**src/rtl/wb_pkg.sv**
```systemverilog
// -----------------------------------------------------------------------------
// wb_pkg
// Shared types and constants for the two-master Wishbone arbiter.
//   arb_state_e      : arbiter FSM states (IDLE / OWN0 / OWN1)
//   GNT_*            : one-hot grant encodings presented on the gnt port
//   WB_TIMEOUT_DATA  : read data returned to a master whose cycle was killed
//                      by the watchdog
//   gnt_of()         : maps an FSM state to its one-hot grant vector
// -----------------------------------------------------------------------------
package wb_pkg;

    typedef enum logic [1:0] {
        IDLE = 2'd0,
        OWN0 = 2'd1,
        OWN1 = 2'd2
    } arb_state_e;

    localparam logic [1:0]  GNT_NONE        = 2'b00;
    localparam logic [1:0]  GNT_M0          = 2'b01;
    localparam logic [1:0]  GNT_M1          = 2'b10;
    localparam logic [31:0] WB_TIMEOUT_DATA = 32'hDEAD_BEEF;

    function automatic logic [1:0] gnt_of(input arb_state_e st);
        logic [1:0] g;
        g = GNT_NONE;
        case (st)
            OWN0:    g = GNT_M0;
            OWN1:    g = GNT_M1;
            default: g = GNT_NONE;
        endcase
        return g;
    endfunction

endpackage

```
**src/rtl/wb_arb_timeout.sv**
```systemverilog
// -----------------------------------------------------------------------------
// wb_arb_timeout
// Watchdog counter for the arbiter. Counts owned cycles without an
// acknowledge and flags expiry when the count reaches TIMEOUT.
//   clk, reset : clock and synchronous active-high reset
//   clr        : hold the count at zero (arbiter not owning the bus)
//   en         : count this cycle (owned cycle without s_ACK)
//   expire     : count has reached TIMEOUT
// Parameters: TIMEOUT (1..65535)
// -----------------------------------------------------------------------------
module wb_arb_timeout
    import wb_pkg::*;
#(
    parameter int TIMEOUT = 255
) (
    input  logic clk,
    input  logic reset,
    input  logic clr,
    input  logic en,
    output logic expire
);

    localparam logic [15:0] LIMIT = 16'(TIMEOUT);

    logic [15:0] count_q, count_d;

    assign expire = (count_q == LIMIT);

    always_comb begin
        count_d = count_q;
        if (clr) begin
            count_d = '0;
        end else if (en && !expire) begin
            count_d = count_q + 16'd1;
        end
    end

    always_ff @(posedge clk) begin
        if (reset) begin
            count_q <= '0;
        end else begin
            count_q <= count_d;
        end
    end

endmodule

```
**src/rtl/wb_arbiter.sv**
```systemverilog
// -----------------------------------------------------------------------------
// wb_arbiter
// Two-master round-robin Wishbone arbiter in front of WB_intercon. One owner
// per transaction; the grant is held until the slave acknowledges or the
// owning master drops its strobe.
//   clk, reset            : clock, synchronous active-high reset
//   m0_* / m1_*           : master ports (STB, WE, ADDR, DAT_I in; DAT_O, ACK out)
//   s_*                   : slave-side bus towards WB_intercon
//   gnt                   : one-hot current owner (00 none, 01 m0, 10 m1)
//   timeout_flag          : sticky watchdog indicator
// Parameters: ADDR_W, DATA_W, TIMEOUT
// Build option: define WB_ARB_TIMEOUT_EN to enable the watchdog; otherwise a
// transaction waits indefinitely and timeout_flag is tied low.
// -----------------------------------------------------------------------------
module wb_arbiter
    import wb_pkg::*;
#(
    parameter int ADDR_W  = 32,
    parameter int DATA_W  = 32,
    parameter int TIMEOUT = 255
) (
    input  logic              clk,
    input  logic              reset,
    input  logic              m0_STB,
    input  logic              m0_WE,
    input  logic [ADDR_W-1:0] m0_ADDR,
    input  logic [DATA_W-1:0] m0_DAT_I,
    output logic [DATA_W-1:0] m0_DAT_O,
    output logic              m0_ACK,
    input  logic              m1_STB,
    input  logic              m1_WE,
    input  logic [ADDR_W-1:0] m1_ADDR,
    input  logic [DATA_W-1:0] m1_DAT_I,
    output logic [DATA_W-1:0] m1_DAT_O,
    output logic              m1_ACK,
    output logic              s_STB,
    output logic              s_WE,
    output logic [ADDR_W-1:0] s_ADDR,
    output logic [DATA_W-1:0] s_DAT_O,
    input  logic [DATA_W-1:0] s_DAT_I,
    input  logic              s_ACK,
    output logic [1:0]        gnt,
    output logic              timeout_flag
);

    // Master ports gathered into arrays so both routing paths share one body.
    logic [1:0]        m_stb;
    logic [1:0]        m_we;
    logic [ADDR_W-1:0] m_addr [2];
    logic [DATA_W-1:0] m_wdat [2];
    logic [DATA_W-1:0] m_rdat [2];
    logic [1:0]        m_ack;

    assign m_stb     = {m1_STB, m0_STB};
    assign m_we      = {m1_WE, m0_WE};
    assign m_addr[0] = m0_ADDR;
    assign m_addr[1] = m1_ADDR;
    assign m_wdat[0] = m0_DAT_I;
    assign m_wdat[1] = m1_DAT_I;
    assign m0_DAT_O  = m_rdat[0];
    assign m1_DAT_O  = m_rdat[1];
    assign m0_ACK    = m_ack[0];
    assign m1_ACK    = m_ack[1];

    arb_state_e state_q, state_d;
    logic       last_q, last_d;     // most recently served master (0 or 1)

    logic [1:0] own;
    logic       owner;
    logic       sel;
    logic       expire;             // raw watchdog expiry
    logic       fire;               // watchdog actually terminates this cycle

    assign own   = gnt_of(state_q);
    assign owner = (state_q != IDLE);
    assign sel   = (state_q == OWN1);

    // A genuine acknowledge wins over the watchdog, and a master that has
    // already dropped its strobe is abandoning, not timing out.
    assign fire  = owner & expire & ~s_ACK & m_stb[sel];

`ifdef WB_ARB_TIMEOUT_EN
    logic timeout_flag_q, timeout_flag_d;

    wb_arb_timeout #(
        .TIMEOUT (TIMEOUT)
    ) u_timeout (
        .clk    (clk),
        .reset  (reset),
        .clr    (~owner),
        .en     (owner & ~s_ACK),
        .expire (expire)
    );

    always_comb begin
        timeout_flag_d = timeout_flag_q | fire;
    end

    always_ff @(posedge clk) begin
        if (reset) begin
            timeout_flag_q <= 1'b0;
        end else begin
            timeout_flag_q <= timeout_flag_d;
        end
    end

    assign timeout_flag = timeout_flag_q;
`else
    logic unused_timeout_cfg;

    assign expire             = 1'b0;
    assign timeout_flag       = 1'b0;
    assign unused_timeout_cfg = (TIMEOUT == 0);
`endif

    // Next-state and round-robin bookkeeping.
    always_comb begin
        state_d = state_q;
        last_d  = last_q;
        case (state_q)
            IDLE: begin
                if (m_stb == 2'b11) begin
                    // Tie: serve whichever master was not served last.
                    state_d = last_q ? OWN0 : OWN1;
                end else if (m_stb[0]) begin
                    state_d = OWN0;
                end else if (m_stb[1]) begin
                    state_d = OWN1;
                end
            end
            OWN0, OWN1: begin
                if (s_ACK || fire) begin
                    state_d = IDLE;
                    last_d  = sel;
                end else if (!m_stb[sel]) begin
                    state_d = IDLE;
                end
            end
            default: state_d = IDLE;
        endcase
    end

    always_ff @(posedge clk) begin
        if (reset) begin
            state_q <= IDLE;
            last_q  <= 1'b1;
        end else begin
            state_q <= state_d;
            last_q  <= last_d;
        end
    end

    // Slave-side mux: straight 2:1 select on the registered owner.
    assign s_STB   = owner & m_stb[sel] & ~fire;
    assign s_WE    = owner & m_we[sel];
    assign s_ADDR  = owner ? m_addr[sel] : '0;
    assign s_DAT_O = owner ? m_wdat[sel] : '0;
    assign gnt     = own;

    // Return path: only the owner sees the acknowledge and read data.
    generate
        for (genvar gi = 0; gi < 2; gi++) begin : g_ret
            assign m_ack[gi]  = own[gi] & (s_ACK | fire);
            assign m_rdat[gi] = !own[gi] ? '0 :
                                fire     ? DATA_W'(WB_TIMEOUT_DATA) : s_DAT_I;
        end
    endgenerate

endmodule

```
**config.mk**
```make
export PLATFORM = sky130hd
export DESIGN_NAME = wb_arbiter
export DESIGN_NICKNAME = d
export VERILOG_FILES = /design/src/rtl/wb_pkg.sv /design/src/rtl/wb_arb_timeout.sv /design/src/rtl/wb_arbiter.sv
export SDC_FILE = /design/constraint.sdc
export NUM_CORES = 1
export LEC_CHECK = 0
export CORE_AREA = 2 2 116 118
export DETAILED_ROUTE_END_ITERATION = 10
export DIE_AREA = 0 0 118 120
export PLACE_DENSITY_LB_ADDON = 0.12
export SETUP_SLACK_MARGIN = 0.02
export SLEW_MARGIN = 30
export SYNTH_ARGS = -nofsm -noshare
export SYNTH_HDL_FRONTEND = slang
export SYNTH_SLANG_ARGS = --single-unit
```
**constraint.sdc**
```tcl
create_clock -name clk -period 4.7 [get_ports clk]
set_input_delay 0.705 -clock clk [delete_from_list [all_inputs] [get_ports clk]]
set_output_delay 0.705 -clock clk [all_outputs]
set_load 0.03 [all_outputs]
```
==> flow_summary.toml <==
[place]
place_area_sq_um = 4790
place.detailed.hpwl_um = 7710
routabilityCongestion = 0.760
port_buffers = 300
dpl_worst_slack_ns = 1.62

[global_routing]
grt_pass1_wl_um = 13500
overflow = 0
grt_start_max_net_pins = 69
grt_usage_pct = 11.8
antenna_found_initial = 0
grt_pass1_vias = 2588

[cts]
cts_made_buffers = 3
clk_latency_ns = 0.22
cts_buffer_depth = 2
cts.clk_slew.worst_paths_ns = 0.03
cts_root_buf = "clkbuf_16"
htree_levels = 1
cts_tree = "built"
clock-sinks = 3
post_cts_resized = 0
ctsHoldBuffers = 0
postCtsSetupRepairBufs = 0

[sta]
fmax_ghz = 0.307
rsz0062_at_grt = "no"
timing.hold.ws_ns = 0.497
clock-skew-final_ns = 0.000350
tns_ns = 0
setup_viol = 0
hold_violations = 0
tightest_slew_ns = 0.718
finalMaxSlewViolations = 0
period_share_pct = 69.4
max_slew_margin_pct = 52.1
min_period_ns = 3.26
postLayoutSetupSlackWorst_ns = 1.44

[detailed_routing]
viasPerCell = 3.81
drc_errors = 0
wl_per_cell_um = 13.1
wirelength_um = 9230
drtIter0Drc = 64
ant_nets = 0
route.vias.total = 2676
dr.pass1.iters = 4

[min_path]
hp-class = "flip-flop to flip-flop"
hold-path-endpoint = "state_q[0]"
whs_path_depth = 2
min_from = "state_q[0]"

[floorplan]
die_h_um = 120
dieArea_sq_um = 14200
pin_count = 302
row_count = 42
coreArea_sq_um = 13000
start_util_pct = 12.6
die_x_um = 118

[critical_path]
ff2ff_path_depth = 5
crit_family = "buffers and inverters"
reg2reg_to = "state_q[1]"
arrival_ns = 2.56
critPathMaxStageDelay_ns = 0.69
crit_slowest_cell = "clkdlybuf4s50_1"
cp_num_buf_inv = 3
crit_chain = "inv_1 -> ha_4 -> buf_12 -> mux2i_1 -> nor2_1 -> clkdlybuf4s50_1"
crit_path_start = "state_q[0]"
critPathKind = "flip-flop to primary output"
endpoint_kind = "primary output"
reg2reg_slack_ns = 2.71
worstReg2RegStart = "state_q[0]"
cp.required_ns = 3.99
worstPathMaxFanout = 60
start_kind = "flip-flop"

[synthesis]
syn_area_per_cell_sq_um = 6.76
ys_seq_area_share_pct = 3.66
synthFlopType = "dfxtp_1"
yosysWarnings = 0
synth-edff-count = 0
synthesis.nets = 413
ys_ff_latch = 3
synth_cell_type_count = 18
synthCells = 243
syn_area_sq_um = 1640
synthArstFlopShare_pct = 0

[finish]
drive_gt1_share_pct = 1.71
seq_area_sq_um = 60.1
layout-area-overhead-vs-synth_pct = 197
nNetsFinal = 697
n_fill_cell = 1377
multi_input_area_sq_um = 1480
antennaDiodeCount = 0
final_cell_area_sq_um = 4880

[job]
max_cap_violations = 0

[pwr]
p_leak_uw = 0.00175
cellPowerDensity_nw_per_um2 = 227
vdd_drop_max_uv = 93.4

[run_status]
status = "complete, no violations"
## through the flow
step / cells / total power, uW / utilization, %
after detailed placement: 698 / 981 / 36.9
after global routing: 702 / 1160 / 37.6
after CTS: 702 / 1120 / 37.5
after global placement: 698 / 981 / 36.9
final: 702 / 1100 / 37.6
after floorplan: 243 / 544 / -
## routing by layer
layer | up-vias | GRT usage [%] | wire [um]
met5 | - | 0 | 0
met4 | 0 | 3.77 | 164
met3 | 10 | 3.09 | 892
met2 | 177 | 23.9 | 5000
met1 | 1137 | 11.6 | 3170
li1 | 1352 | - | -
## report_power, final
group | switching (uW) | leakage, uW | total, uW | internal (uW)
clock | 23.5 | 0.0000382 | 135 | 112
sequential | 2.52 | 0.0000247 | 31.9 | 29.3
combinational | 495 | 0.00169 | 937 | 443
total | 521 | 0.00175 | 1100 | 584
## sequential cells by signal, indices dropped and copies added, names as in the netlist
signal   cells
last_q       1
state_q      2
## layout by cell type (no fill, tap or decap), drive strengths merged
master / instances
clkdlybuf4s50: 300
nor2: 68
mux2i: 67
and2: 66
clkbuf: 4
nand2b: 3
dfxtp: 3
ha: 3
inv: 2
a21boi: 2
buf: 2
nor2b: 1
nand3: 1
a2bb2oi: 1
mux2: 1
a311o: 1
conb: 1
## kinds of logic (layout without fill, tap and decap cells)
family,Yosys count,after routing,share of synthesized area (%)
simple gates,139,139,42.5
mux,68,68,41.5
buf+inv,25,308,7.32
compound gates,4,4,2.44
fa+ha+maj,3,3,2.29
flops,3,3,3.66
other cells,1,1,0.228
## synthesized netlist by cell type (2+ instances only)
| cell | instances | area share, % |
|---|---|---|
| nor2_1 | 68 | 16 |
| dfxtp_1 | 3 | 3.7 |
| inv_1 | 2 | 0.46 |
| mux2i_1 | 67 | 41 |
| ha_1 | 3 | 2.3 |
| buf_2 | 6 | 1.8 |
| nand2b_1 | 3 | 1.1 |
| a21boi_0 | 2 | 0.91 |
| clkbuf_1 | 8 | 1.8 |
| buf_1 | 4 | 0.91 |
| and2_1 | 66 | 25 |
| buf_4 | 5 | 2.3 |
## tightest hold or removal path, stage by stage, from the launching register on
cell	delay, ns
dfxtp_1	0.31
nand2b_1	0.07
mux2i_1	0.06
## how the worst max path moves through the flow
| stage | to | slack (ns) | cells after the start |
|---|---|---|---|
| finish | s_DAT_O[0] | 1.44 | 6 |
| global route | s_DAT_O[13] | 1.24 | 6 |
| CTS | s_DAT_O[13] | 1.38 | 6 |
| detailed placement | s_DAT_O[13] | 1.62 | 6 |
| global placement | s_DAT_O[16] | 1.66 | 6 |
| floorplan | s_DAT_O[24] | 2.38 | 7 |
## final cells by class
type / instances / area share [%]
Timing Repair Buffer: 302 / 62.2
Multi-Input combinational cell: 215 / 30.3
Tap cell: 176 / 4.52
Clock buffer: 4 / 1.62
Sequential cell: 3 / 1.23
Inverter: 2 / 0.154
No activity file was read; power rests on OpenSTA's default activity.
